File: src/rtl/pulp_clock_div_pkg.sv
// Shared types and constants for the ICG enable divider.
// The state enum and the zero-divider mapping are used by the top-level FSM.
package pulp_clock_div_pkg;

  typedef enum logic [1:0] {
    STOP  = 2'd0,
    RUN   = 2'd1,
    DRAIN = 2'd2
  } clk_div_state_e;

  // A programmed divider of zero behaves like a divide-by-one.
  localparam int unsigned DIV_ZERO_MAP = 1;

endpackage

File: src/rtl/pulp_clock_div_en_if.sv
// Request/status bundle between a controller and the ICG enable divider.
// The master drives requests; the slave (the divider) returns status.
interface pulp_clock_div_en_if #(
  parameter int unsigned DIV_WIDTH = 8
) ();

  logic                 test_mode_i;
  logic                 enable_i;
  logic [DIV_WIDTH-1:0] div_i;
  logic                 div_valid_i;
  logic                 div_ready_o;
  logic                 en_o;
  logic                 running_o;

  modport master (
    output test_mode_i, enable_i, div_i, div_valid_i,
    input  div_ready_o, en_o, running_o
  );

  modport slave (
    input  test_mode_i, enable_i, div_i, div_valid_i,
    output div_ready_o, en_o, running_o
  );

endinterface

File: src/rtl/pulp_clock_div_counter.sv
// Wrap-around period counter: counts 0..limit_i, flags the last count,
// and can be cleared to restart a period.
module pulp_clock_div_counter #(
  parameter int unsigned WIDTH = 8
) (
  input  logic             clk_i,
  input  logic             rst_i,
  input  logic             clr_i,
  input  logic             en_i,
  input  logic [WIDTH-1:0] limit_i,
  output logic             term_o
);

  logic [WIDTH-1:0] cnt_q;
  logic [WIDTH-1:0] cnt_d;

  assign term_o = (cnt_q == limit_i);

  always_comb begin
    cnt_d = cnt_q;
    if (clr_i) begin
      cnt_d = '0;
    end else if (en_i) begin
      cnt_d = term_o ? '0 : cnt_q + WIDTH'(1);
    end
  end

  always_ff @(posedge clk_i) begin
    if (rst_i) begin
      cnt_q <= '0;
    end else begin
      cnt_q <= cnt_d;
    end
  end

endmodule

File: src/rtl/pulp_clock_div_en.sv
// Enable generator for an integrated clock gate: one en_o pulse every DIV
// cycles, with boundary-aligned start/stop and divider updates.
module pulp_clock_div_en
  import pulp_clock_div_pkg::*;
#(
  parameter int unsigned DIV_WIDTH = 8,
  parameter int unsigned RESET_DIV = 1
) (
  input logic              clk_i,
  input logic              rst_i,
  pulp_clock_div_en_if.slave bus
);

  clk_div_state_e       state_q;
  clk_div_state_e       state_d;
  logic [DIV_WIDTH-1:0] div_q;
  logic [DIV_WIDTH-1:0] div_d;
  logic                 running_q;
  logic                 running_d;

  logic [DIV_WIDTH-1:0] div_eff;
  logic [DIV_WIDTH-1:0] limit;
  logic                 term;
  logic                 div_ready;
  logic                 xfer;
  logic                 cnt_clr;
  logic                 cnt_en;

  assign div_eff   = (div_q == '0) ? DIV_WIDTH'(DIV_ZERO_MAP) : div_q;
  assign limit     = div_eff - DIV_WIDTH'(1);
  assign div_ready = (state_q == STOP) | term;
  assign xfer      = bus.div_valid_i & div_ready;

  // A transfer restarts the period so the counter never exceeds the new limit.
  assign cnt_clr = (state_q == STOP) | xfer;
  assign cnt_en  = (state_q != STOP);

  pulp_clock_div_counter #(
    .WIDTH (DIV_WIDTH)
  ) u_counter (
    .clk_i   (clk_i),
    .rst_i   (rst_i),
    .clr_i   (cnt_clr),
    .en_i    (cnt_en),
    .limit_i (limit),
    .term_o  (term)
  );

  always_comb begin
    state_d = state_q;
    unique case (state_q)
      STOP: begin
        if (bus.enable_i) state_d = RUN;
      end
      RUN: begin
        if (!bus.enable_i) state_d = term ? STOP : DRAIN;
      end
      DRAIN: begin
        // Re-enable keeps the current phase; otherwise finish the period.
        if (bus.enable_i) begin
          state_d = RUN;
        end else if (term) begin
          state_d = STOP;
        end
      end
      default: state_d = STOP;
    endcase
  end

  assign div_d     = xfer ? bus.div_i : div_q;
  assign running_d = (state_d != STOP);

  always_ff @(posedge clk_i) begin
    if (rst_i) begin
      state_q   <= STOP;
      div_q     <= DIV_WIDTH'(RESET_DIV);
      running_q <= 1'b0;
    end else begin
      state_q   <= state_d;
      div_q     <= div_d;
      running_q <= running_d;
    end
  end

  // en_o depends only on flops and the DFT override, never on request inputs.
  assign bus.en_o        = bus.test_mode_i | ((state_q != STOP) & term);
  assign bus.div_ready_o = div_ready;
  assign bus.running_o   = running_q;

endmodule
File: src/flat_wrapper.sv
// flat-port wrapper written by rule: the top's interface ports become plain ports
module pulp_clock_div_en_flat import pulp_clock_div_pkg::*;
#(
  parameter int unsigned DIV_WIDTH = 8,
  parameter int unsigned RESET_DIV = 1
)
  (clk_i, rst_i, bus_test_mode_i, bus_enable_i, bus_div_i, bus_div_valid_i, bus_div_ready_o, bus_en_o, bus_running_o);
  pulp_clock_div_en_if #(.DIV_WIDTH(DIV_WIDTH)) bus_i ();
  input logic clk_i;
  input logic rst_i;
  input wire logic [$bits(bus_i.test_mode_i)-1:0] bus_test_mode_i;
  input wire logic [$bits(bus_i.enable_i)-1:0] bus_enable_i;
  input wire logic [$bits(bus_i.div_i)-1:0] bus_div_i;
  input wire logic [$bits(bus_i.div_valid_i)-1:0] bus_div_valid_i;
  output wire logic [$bits(bus_i.div_ready_o)-1:0] bus_div_ready_o;
  output wire logic [$bits(bus_i.en_o)-1:0] bus_en_o;
  output wire logic [$bits(bus_i.running_o)-1:0] bus_running_o;
  assign bus_i.test_mode_i = bus_test_mode_i;
  assign bus_i.enable_i = bus_enable_i;
  assign bus_i.div_i = bus_div_i;
  assign bus_i.div_valid_i = bus_div_valid_i;
  assign bus_div_ready_o = bus_i.div_ready_o;
  assign bus_en_o = bus_i.en_o;
  assign bus_running_o = bus_i.running_o;
  pulp_clock_div_en #(.DIV_WIDTH(DIV_WIDTH), .RESET_DIV(RESET_DIV)) u_core (.clk_i(clk_i), .rst_i(rst_i), .bus(bus_i));
endmodule
File: config.mk
export PLATFORM = sky130hd
export DESIGN_NAME = pulp_clock_div_en_flat
export DESIGN_NICKNAME = d
export VERILOG_FILES = /design/src/rtl/pulp_clock_div_pkg.sv /design/src/rtl/pulp_clock_div_en_if.sv /design/src/rtl/pulp_clock_div_counter.sv /design/src/rtl/pulp_clock_div_en.sv /design/src/flat_wrapper.sv
export SDC_FILE = /design/constraint.sdc
export NUM_CORES = 1
export LEC_CHECK = 0
export ABC_AREA = 0
export BUFFER_PORTS_ARGS = -buffer_cell sky130_fd_sc_hd__buf_2
export CORE_AREA = 4 4 58 60
export CTS_CLUSTER_DIAMETER = 80
export DETAILED_ROUTE_END_ITERATION = 10
export DIE_AREA = 0 0 62 64
export PLACE_DENSITY_LB_ADDON = 0.05
export SKIP_CTS_REPAIR_TIMING = 1
export SYNTH_ARGS = -nofsm -noshare
export SYNTH_HDL_FRONTEND = slang
export SYNTH_SLANG_ARGS = --single-unit
export TNS_END_PERCENT = 20
File: constraint.sdc
create_clock -name clk_i -period 3.8 [get_ports clk_i]
set_input_delay 0 -clock clk_i [delete_from_list [all_inputs] [get_ports clk_i]]
set_output_delay 0 -clock clk_i [all_outputs]
set_load 0.005 [all_outputs]
# Word-level counts from Yosys, hierarchy flattened
# Cells that the tools add are included.
# Widths: inputs -> output; s select.
# totals
reg_bits,19
latch_bits,0
elab_cells,27
ramBits,0
output_inout_bits,3
romBits,0
memories,0
# classes
div_mod_pow,0
n_addsub,2
n_bitwise,5
magnitude_cmp,0
n_shift,0
n_mul,0
n_mux,8
n_eq_ne,3
reduce_logical,5
# ops
op,n
$mux 8,2
$mux 2,5
$add 8x1->8 const B,1
$eq 8x8->1,1
$logic_not 8->1,1
$sub 8x1->8 const B,1
$pmux 2 s3,1
$reduce_bool 2->1,2
$or 1x1->1,3
$and 1x1->1,2
$eq 2x1->1 const B,1
$eq 2x2->1 const B,1
$logic_not 2->1,1
$reduce_or 2->1,1

# Longest topological paths before layout
# Gate-level depths: netlist (run 1).
# depth
word_depth,8
depth_mapped,11

# By module
# From an unflattened synthesis (run 1), not the netlist that was laid out.
# hier_totals
cells_unflattened,117
hier_area_um2,1026.0
# modules_own_cells
mod,area_each_um2,instances,cells_each
pulp_clock_div_en,578.1,1,68
pulp_clock_div_counter,447.9,1,49

# Worst setup path after synthesis (run 1)
# No wires, ideal clock.
# synth_timing
kind,flip-flop to flip-flop
start,reg u_core.div_q[2]
end,reg u_core.div_q[0]
setup_ns,0.072
setup_slack_ns,0.918
stages_incl_launch_ff,12
arrival_ns,2.810
path_buffers,0
synth_period_minus_slack_ns,2.882
path_cell_list,dfxtp_1 -> nor4_1 -> and2_1 -> or2_2 -> inv_1 -> ha_1 -> nor3b_2 -> xnor2_1 -> a2111oi_4 -> o2111ai_2 -> o31ai_4 -> mux2i_1
# synth_via
elab_chain_len,6
# synth_lines
element,line,text
start: declaration,pulp_clock_div_en.sv:16,logic [DIV_WIDTH-1:0] div_q;
start signal: assignment,pulp_clock_div_en.sv:76,div_q <= DIV_WIDTH'(RESET_DIV);
start signal: assignment,pulp_clock_div_en.sv:80,div_q <= div_d;
$logic_not 8->1,pulp_clock_div_en.sv:29,assign div_eff = (div_q == '0) ? DIV_WIDTH'(DIV_ZERO_MAP) : div_q;
$mux 8 *,pulp_clock_div_en.sv:29,
$sub 8x1->8 *,pulp_clock_div_en.sv:30,assign limit = div_eff - DIV_WIDTH'(1);
$eq 8x8->1 *,pulp_clock_div_counter.sv:17,assign term_o = (cnt_q == limit_i);
$or 1x1->1 *,pulp_clock_div_en.sv:31,assign div_ready = (state_q == STOP) | term;
$and 1x1->1 *,pulp_clock_div_en.sv:32,assign xfer = bus.div_valid_i & div_ready;
# Every way passes the cells marked *; elsewhere a longest branch is shown, timed or not.
# A chain may end at the register's enable or synchronous reset.

# Final worst setup path (run 1)
# layout_timing
start,reg u_core.div_q[2]
end,reg u_core.div_q[5]
# Same word-level chain as after synthesis.

==> results of run 1 <==
-- per-stage QoR --
stage | util [%] | cell area (um2)
2_1_floorplan | - | 1090
3_3_place_gp | 40.6 | 1190
3_5_place_dp | 40.6 | 1190
4_1_cts | 41.5 | 1220
5_1_grt | 44.6 | 1310
6_report | 44.6 | 1310
-- cell type report --
cell class,count,area [um2],share of cell area [%]
clock buffer,4,26.3,2.01
tap,33,41.3,3.16
sequential,19,380,29.1
inverter,5,18.8,1.44
timing repair buffer,24,165,12.6
multi-input combinational,92,674,51.6
-- worst max path at each step --
| stage | cells after the start | slack (ps) | from | to |
|---|---|---|---|---|
| finish | 11 | 620 | u_core.div_q[2] | u_core.div_q[5] |
| global route | 11 | 290 | u_core.div_q[2] | u_core.div_q[4] |
| CTS | 11 | 570 | u_core.div_q[2] | u_core.div_q[5] |
| detailed placement | 11 | 580 | u_core.div_q[2] | u_core.div_q[5] |
| global placement | 11 | 640 | u_core.div_q[2] | u_core.div_q[3] |
| floorplan | 11 | 920 | u_core.div_q[2] | u_core.div_q[0] |
-- synthesized netlist by cell type, drive strengths merged --
cell type	n
nor3b	2
xor2	7
and2	2
inv	5
o2111ai	1
ha	2
mux2i	8
o21a	2
a31o	1
o2111a	1
nand2b	13
nand2	6
nand3	3
nand4	1
and3	2
o211a	1
nor4	1
o21bai	1
dfxtp	19
xnor2	10
o21ai	2
clkbuf	2
o31ai	1
or2	1
a21oi	3
buf	1
or2b	1
nor3	3
nor2	14
a2111oi	3
-- state kept, by name (all words and copies together), names as in the netlist --
register / cells
u_core.div_q: 8
u_core.bus.running_o: 1
u_core.state_q: 2
u_core.u_counter.cnt_q: 8
-- metal layers --
layer / vias to the layer above / routed length (um) / track usage [%]
li1: 454 / - / -
met4: 0 / 19 / 3.18
met2: 10 / 952 / 17.2
met1: 381 / 1060 / 18.2
met3: 2 / 75 / 4.24
met5: - / 0 / 0
-- power by group --
group	switching (mW)	internal, mW
clock network	0.0629	0.0409
logic	0.0808	0.0819
registers	0.0196	0.214
total	0.163	0.337
-- worst max-delay path, delay by kind of cell, from the launching register on --
| kind | cells | cell delay [ps] |
|---|---|---|
| multiplexers | 1 | 240 |
| XOR/XNOR | 1 | 160 |
| adder cells (fa/ha/maj) | 1 | 220 |
| buffers and inverters | 1 | 40 |
| AND/OR/NAND/NOR | 4 | 910 |
| AO/OA/AOI/OAI | 3 | 1150 |
| flip-flops | 1 | 380 |
-- cell families (layout without fill, tap and decap cells) --
kind of cell / Yosys count / in the layout / share of synthesized area, %
mux: 8 / 8 / 7.37
compound gates: 16 / 16 / 15.0
xor+xnor: 17 / 17 / 13.7
buf+inv: 8 / 33 / 2.88
simple gates: 49 / 49 / 23.7
flops: 19 / 19 / 35.0
fa+ha+maj: 2 / 2 / 2.30
==> results.py, run 1 <==
metrics = {
    "run_status": {
        "status": "complete, no violations",
    },
    "timing": {
        "fin_skew_ps": 7.37,
        "relSlewSlack_pct": 61.5,
        "drv_slew": 0,
        "grt_setup_unrepaired": "no",
        "final_hold_viol_count": 0,
        "setup_viol": 0,
        "fmax_mhz": 314,
        "setup-tns-final_ps": 0,
        "post-route-min-period_ps": 3180,
        "holdWs_ps": 95.5,
        "worst_slew_pin_slew_ps": 563,
        "fin_crit_sh_pct": 83.8,
        "layout_setup_ws_ps": 615,
    },
    "cells_and_area": {
        "nets": 160,
        "antenna_cells": 0,
        "nFillCells": 307,
        "final_common_cell": "dfxtp_1",
        "layout_common_cells": "dfxtp_1, buf_2, nor2_1, nand2b_1, xnor2_1",
        "syn_to_final_growth_pct": 20.3,
        "fin_cells": 177,
        "drive_above_1_share_pct": 17.4,
    },
    "worst_setup_path": {
        "reg2reg_to": "u_core.div_q[5]",
        "crit_fanout": 8,
        "slowest_stage": "o31ai_4",
        "crit_path_cell_trace": "nor4_1 > and2_1 > or2_2 > inv_1 > ha_1 > nor3b_2 > xnor2_1 > a2111oi_4 > o2111ai_2 > o31ai_4 > mux2i_1",
        "end_kind": "register",
        "reg2regPathDepth": 11,
        "r2r_slack_ps": 620,
        "worst_ep_required_time_ps": 4030,
        "crit_path_max_incr_delay_ps": 570,
        "critical_path_class": "register to register",
        "cp.arrival_ps": 3420,
        "reg2reg_from": "u_core.div_q[2]",
        "startpoint_type": "register",
    },
    "yosys": {
        "synth-seq-cells": 19,
        "syn_area_mm2": 0.00109,
        "synthTopCellsByArea": "dfxtp_1, xnor2_1, nand2b_1",
        "ys_seq_area_share_pct": 35.0,
        "ys_types": 33,
        "yosys.area.top_type": "dfxtp_1",
        "synth.avg_cell_area_um2": 9.13,
        "syn_inst": 119,
        "synth_top_area_share_pct": 35.0,
        "yosys_warnings": 0,
        "synthesis.nets": 134,
    },
    "route": {
        "drtIter0Drc": 31,
        "dr_total_vias": 847,
        "postRouteAntennaNets": 0,
        "wl_per_cell_um": 11.9,
        "drt-vias-per-instance": 4.79,
        "drcViolationCount": 0,
        "wirelength_um": 2110,
        "dr.pass1.iters": 4,
    },
    "clock_network": {
        "clk_latency_ps": 300,
        "root_buffer": "clkbuf_4",
        "cts.sinks": 19,
        "tritoncts": "built",
        "h-tree-depth": 1,
        "clkSlewWorstSetupHoldPaths_ps": 110,
        "cts.path.max_buffers": 2,
        "cts-buffers-inserted": 3,
    },
    "global_routing": {
        "gr-total-overflow": 0,
        "grt_max_degree": 20,
        "global_route.usage.total_pct": 12.5,
        "grt_pass1_wl_um": 3710,
        "antenna_found_initial": 0,
        "grt_pass1_vias": 801,
    },
    "placed_design": {
        "place_inst": 164,
        "hpwl_um": 1580,
        "dpl_worst_slack_ps": 580,
        "port_buffers": 15,
        "gp_congestion": 0.739,
    },
    "floorplanning": {
        "io_pins": 16,
        "die_area_mm2": 0.00397,
        "die_h_um": 64,
        "fp.coreArea_mm2": 0.00293,
        "initial_utilization_pct": 37.1,
        "num_rows": 20,
        "die_w_um": 62,
    },
    "run": {
        "cap_viol_max_count": 0,
    },
    "hold_path": {
        "whs_path_depth": 3,
        "min_from": "rst_i",
        "hold_path_end": "u_core.div_q[0]",
        "hp-class": "input port to register",
    },
    "power": {
        "p_per_area_mw_per_mm2": 383,
        "ir_worst_vdd_mv": 0.279,
        "p_leak_nw": 0.522,
        "power_mw": 0.500,
    },
}
Note: power is estimated with default switching activity, not from simulation.
==> run 2: changes to the inputs <==
--- a/config.mk
+++ b/config.mk
@@ -5,12 +5,12 @@
 export SDC_FILE = /design/constraint.sdc
 export NUM_CORES = 1
 export LEC_CHECK = 0
-export ABC_AREA = 0
+export ABC_AREA = 1
 export BUFFER_PORTS_ARGS = -buffer_cell sky130_fd_sc_hd__buf_2
-export CORE_AREA = 4 4 58 60
+export CORE_AREA = 4 4 59 61
 export CTS_CLUSTER_DIAMETER = 80
 export DETAILED_ROUTE_END_ITERATION = 10
-export DIE_AREA = 0 0 62 64
+export DIE_AREA = 0 0 63 65
 export PLACE_DENSITY_LB_ADDON = 0.05
 export SKIP_CTS_REPAIR_TIMING = 1
 export SYNTH_ARGS = -nofsm -noshare
==> constraint.sdc (replaced) <==
create_clock -name clk_i -period 2.88 [get_ports clk_i]
set_input_delay 0 -clock clk_i [delete_from_list [all_inputs] [get_ports clk_i]]
set_output_delay 0 -clock clk_i [all_outputs]
set_load 0.005 [all_outputs]
==> results.py, run 2 <==
metrics = {
    "run_status": {
        "status": "complete, no violations",
    },
    "hold_path": {
        "hp-class": "input port to register",
    },
    "global_routing": {
        "gr-total-overflow": 0,
        "grt_max_degree": 22,
        "antenna_found_initial": 0,
        "grt_pass1_wl_um": 4150,
        "grt_pass1_vias": 944,
        "global_route.usage.total_pct": 12.6,
    },
    "worst_setup_path": {
        "startpoint_type": "register",
        "crit_path_max_incr_delay_ps": 380,
        "crit_buf_inv": 3,
        "critPathTopFamily": "simple AND/OR/NAND/NOR gates",
        "slowest_stage": "dfxtp_1",
        "r2r_slack_ps": 500,
        "critical_path_class": "register to primary output",
        "crit_fanout": 21,
        "end_kind": "primary output",
        "crit_path_cell_trace": "inv_1 > nand2_2 > nor2_4 > nand2_4 > nand2_1 > inv_1 > ha_1 > xnor2_1 > xor2_1 > nand3_1 > nor2_1 > nand2_2 > nand2_4 > buf_2",
        "cp.arrival_ps": 2510,
        "worst_ep_required_time_ps": 2880,
    },
    "timing": {
        "relSlewSlack_pct": 76.2,
        "setup_viol": 0,
        "layout_setup_ws_ps": 373,
        "fin_crit_sh_pct": 87.1,
        "drv_slew": 0,
        "post-route-min-period_ps": 2510,
        "final_hold_viol_count": 0,
        "grt_setup_unrepaired": "no",
        "worst_slew_pin_slew_ps": 357,
        "fmax_mhz": 399,
        "setup-tns-final_ps": 0,
        "fin_skew_ps": 10.1,
    },
    "yosys": {
        "ys_types": 23,
        "ys_top_cells_by_count": "nand2_1, inv_1, nand3_1",
        "synthTopCellsByArea": "dfxtp_1, nand2_1, inv_1",
        "synth-seq-cells": 19,
        "synth.most_common_cell": "nand2_1",
        "syn_area_mm2": 0.00114,
        "syn_inst": 170,
        "synth.avg_cell_area_um2": 6.73,
        "ys.flop_type": "dfxtp_1",
        "synth_top_area_share_pct": 33.2,
        "synthArstFlopShare_pct": 0,
        "ys_seq_area_share_pct": 33.2,
        "synth_edf_count": 0,
        "synthesis.nets": 185,
        "yosys_warnings": 0,
        "yosys.area.top_type": "dfxtp_1",
    },
    "run": {
        "cap_viol_max_count": 0,
    },
    "clock_network": {
        "cts.path.max_buffers": 2,
        "clk_latency_ps": 300,
        "tritoncts": "built",
        "cts.sinks": 19,
        "cts-buffers-inserted": 3,
        "h-tree-depth": 1,
        "root_buffer": "clkbuf_4",
        "clkSlewWorstSetupHoldPaths_ps": 100,
    },
    "placed_design": {
        "dpl_cell_area_mm2": 0.00123,
        "hpwl_um": 1850,
        "port_buffers": 15,
        "gp_congestion": 0.738,
        "dpl_worst_slack_ps": 486,
    },
    "cells_and_area": {
        "postLayoutCellArea_mm2": 0.00127,
        "nets": 202,
        "largestRegisters": "u_core.div_q (8), u_core.u_counter.cnt_q (8), u_core.state_q (2)",
        "layout_common_cells": "nand2_1, inv_1, nand3_1, nor2_1, dfxtp_1",
        "final_common_cell": "nand2_1",
        "drive_above_1_share_pct": 16.1,
        "syn_to_final_growth_pct": 11.3,
        "antenna_cells": 0,
    },
    "floorplanning": {
        "io_pins": 16,
        "num_rows": 20,
        "die_h_um": 65,
        "initial_utilization_pct": 38.4,
        "die_w_um": 63,
        "fp.coreArea_mm2": 0.00298,
        "die_area_mm2": 0.00410,
    },
    "power": {
        "seqPwrFrac_pct": 49.3,
        "pwr-share-comb_pct": 27.8,
        "p_int_mw": 0.392,
        "swShare_pct": 33.4,
        "clock_power_share_pct": 22.9,
        "power_mw": 0.589,
        "p_leak_nw": 0.637,
        "p_per_area_mw_per_mm2": 463,
        "p_switching_mw": 0.197,
        "ir_worst_vdd_mv": 0.242,
    },
    "route": {
        "wl_per_cell_um": 10.6,
        "drcViolationCount": 0,
        "dr_total_vias": 1013,
        "wirelength_um": 2330,
        "drt-vias-per-instance": 4.63,
        "dr.pass1.iters": 3,
        "postRouteAntennaNets": 0,
        "drtIter0Drc": 29,
    },
}
## run 2: cell types whose count changed in the layout (fill, tap and decap cells not counted), sizes merged, moves of 7 or more
cell | previous run | this run
mux2i | 8 | 0
a21oi | 3 | 10
nor2 | 14 | 22
dlygate4sd3 | 9 | 2
nand2 | 6 | 40
inv | 5 | 28
nand2b | 13 | 0
nand3 | 3 | 22
## run 2: worst min-delay path, stage by stage
cell and delay [ps]:
buf_2 70, inv_1 30, nand3_1 60, nand2_1 50, nor2_1 60
## run 2: area by class of cell
class,count,area (um2)
timing repair buffer,17,95.1
fill,332,1700
sequential,19,380
inverter,28,105
clock inverter,1,5.00
tap,33,41.3
clock buffer,3,22.5
multi-input combinational,118,624
## run 2: final timing paths
kind | from | depth (start not counted) | end
worst max-delay path | u_core.div_q[3] | 14 | bus_div_ready_o
worst min-delay path | bus_div_i[2] | 5 | u_core.div_q[2]
worst max register to register | u_core.div_q[3] | 16 | u_core.div_q[6]
worst min register to register | u_core.div_q[0] | 2 | u_core.div_q[0]
## run 2: through the flow
stage | utilization [%] | std cells | hold WS, ps
final | 42.8 | 219 | 16.1
after global routing | 42.8 | 219 | 21.9
after CTS | 42.1 | 217 | -148
after detailed placement | 41.2 | 213 | 187
after global placement | 41.2 | 213 | 186
after floorplan | - | 170 | 78.7
## run 2: power by group through the flow
| stage | Clock [mW] | Sequential (mW) | Combinational [mW] |
|---|---|---|---|
| floorplan | 0 | 0.293 | 0.138 |
| global placement | 0 | 0.297 | 0.161 |
| detailed placement | 0 | 0.297 | 0.165 |
| CTS | 0.144 | 0.291 | 0.165 |
| global route | 0.161 | 0.294 | 0.188 |
| finish | 0.135 | 0.290 | 0.164 |
## run 2: per-layer routing
| layer | track usage, % | part of all wire [%] |
|---|---|---|
| met1 | 16.6 | 48 |
| met5 | 0 | 0 |
| met3 | 2.60 | 2.8 |
| met4 | 3.31 | 0.77 |
| met2 | 20.8 | 48 |
## run 2: cell families (layout without fill, tap and decap cells)
| family | after synthesis | after routing | share of synthesized area [%] |
|---|---|---|---|
| AOI/OAI and AO/OA | 11 | 11 | 5.03 |
| xor gates and xnor gates | 9 | 9 | 6.88 |
| adders and majority gates | 2 | 2 | 2.19 |
| buffers and inverters | 33 | 49 | 12.2 |
| DFF | 19 | 19 | 33.2 |
| and+or+nand+nor | 96 | 96 | 40.4 |
==> run 3: changes to the inputs <==
--- a/config.mk
+++ b/config.mk
@@ -11,6 +11,7 @@
 export CTS_CLUSTER_DIAMETER = 80
 export DETAILED_ROUTE_END_ITERATION = 10
 export DIE_AREA = 0 0 63 65
+export HOLD_SLACK_MARGIN = 0.1
 export PLACE_DENSITY_LB_ADDON = 0.05
 export SKIP_CTS_REPAIR_TIMING = 1
 export SYNTH_ARGS = -nofsm -noshare
==> results.py, run 3 (synthesis results as in run 2) <==
metrics = {
    "timing": {
        "fin_skew_ps": 9.92,
        "setup_viol": 0,
        "post-route-min-period_ps": 2510,
        "final_hold_viol_count": 0,
        "worst_slew_pin_slew_ps": 356,
        "grt_setup_unrepaired": "no",
        "setup-tns-final_ps": 0,
        "relSlewSlack_pct": 76.2,
        "drv_slew": 0,
        "fmax_mhz": 398,
        "fin_crit_sh_pct": 87.2,
    },
    "route": {
        "drtIter0Drc": 31,
        "postRouteAntennaNets": 0,
        "maxUsedRoutingLayer": "met4",
        "drcViolationCount": 0,
        "wl_per_cell_um": 10.6,
        "wirelength_um": 2410,
        "drt-vias-per-instance": 4.61,
        "dr.pass1.iters": 3,
        "routed-wl-met2_um": 1170,
        "dr_wl_met3_um": 62,
        "wl_met1_um": 1160,
        "dr_total_vias": 1041,
    },
    "clock_network": {
        "root_buffer": "clkbuf_4",
        "cts.path.max_buffers": 2,
        "clk_latency_ps": 300,
        "cts.sinks": 19,
        "clkSlewWorstSetupHoldPaths_ps": 120,
        "cts-buffers-inserted": 3,
        "tritoncts": "built",
        "h-tree-depth": 1,
    },
    "floorplanning": {
        "fp.coreArea_mm2": 0.00298,
        "die_area_mm2": 0.00410,
        "initial_utilization_pct": 38.4,
        "die_h_um": 65,
        "num_rows": 20,
        "die_w_um": 63,
        "io_pins": 16,
    },
    "cells_and_area": {
        "syn_to_final_growth_pct": 17.4,
        "postLayoutCellArea_mm2": 0.00134,
        "fin_cells": 226,
        "finish.utilization_pct": 45.1,
        "nets": 209,
        "antenna_cells": 0,
        "drive_above_1_share_pct": 15.5,
        "largestRegisters": "u_core.div_q (8), u_core.u_counter.cnt_q (8), u_core.state_q (2)",
        "final_common_cell": "nand2_1",
        "layout_common_cells": "nand2_1, inv_1, nand3_1, nor2_1, dfxtp_1",
    },
    "worst_setup_path": {
        "cp.arrival_ps": 2510,
        "startpoint_type": "register",
        "r2r_slack_ps": 500,
        "reg2reg_to": "u_core.div_q[6]",
        "reg2regPathDepth": 16,
        "crit_fanout": 21,
        "reg2reg_from": "u_core.div_q[3]",
        "worst_ep_required_time_ps": 2880,
        "critical_path_class": "register to primary output",
        "end_kind": "primary output",
    },
    "global_routing": {
        "global_route.usage.total_pct": 12.6,
        "antenna_found_initial": 0,
        "grt_pass1_vias": 944,
        "grt_max_degree": 22,
        "grt_pass1_wl_um": 4150,
        "gr-total-overflow": 0,
    },
    "placed_design": {
        "place_inst": 213,
        "port_buffers": 15,
        "gp_congestion": 0.738,
        "dpl_cell_area_mm2": 0.00123,
        "hpwl_um": 1850,
    },
    "power": {
        "ir_worst_vdd_mv": 0.242,
        "power_mw": 0.597,
        "p_leak_nw": 0.667,
        "p_per_area_mw_per_mm2": 444,
    },
    "run": {
        "cap_viol_max_count": 0,
    },
    "hold_path": {
        "min_from": "rst_i",
        "whs_path_depth": 3,
        "hp-class": "input port to register",
        "hold_path_end": "u_core.div_q[0]",
    },
    "run_status": {
        "status": "complete, no violations",
    },
}
run 3: changes by cell type in the layout (fill, tap and decap cells not counted):
cell,delta
dlygate4sd3_1,+7
run 3: area by class of cell:
cell class,count,area [um2]
tap,33,41.3
timing repair buffer,24,165
sequential,19,380
fill,328,1630
clock inverter,1,5.00
inverter,28,105
clock buffer,3,22.5
multi-input combinational,118,624
run 3: per-stage QoR:
stage / hold WS (ps) / worst slack [ps]
floorplan: 78.7 / 798
global placement: 186 / 590
detailed placement: 187 / 486
CTS: -148 / 324
global route: 111 / 126
finish: 83.0 / 370
run 3: how the worst max path moves through the flow:
stage	start	endpoint	slack, ps	cells past startpoint
after floorplan	u_core.div_q[3]	u_core.div_q[0]	800	17
after global placement	u_core.div_q[3]	u_core.div_q[6]	590	20
after detailed placement	u_core.div_q[3]	u_core.div_q[6]	490	20
after CTS	u_core.div_q[3]	bus_div_ready_o	320	18
after global routing	u_core.div_q[3]	bus_div_ready_o	130	18
final	u_core.div_q[3]	bus_div_ready_o	370	14
run 3: routing by layer:
metal  up-vias  global-route usage, %
met2         9                   20.8
met5         -                      0
li1        572                      -
met3         2                   2.60
met4         0                   3.31
met1       458                   16.6
run 3: power breakdown:
part           internal, mW  switching [mW]
sequential            0.277          0.0132
combinational        0.0696           0.102
clock                0.0516          0.0833
total                 0.398           0.199
run 3: critical path, cell delays in order (launching register included):
cell,delay (ps)
dfxtp_1,380
inv_1,120
nand2_2,80
nor2_4,130
nand2_4,90
nand2_1,90
inv_1,60
ha_1,260
xnor2_1,200
xor2_1,160
nand3_1,90
nor2_1,110
nand2_2,100
nand2_4,190
buf_2,150
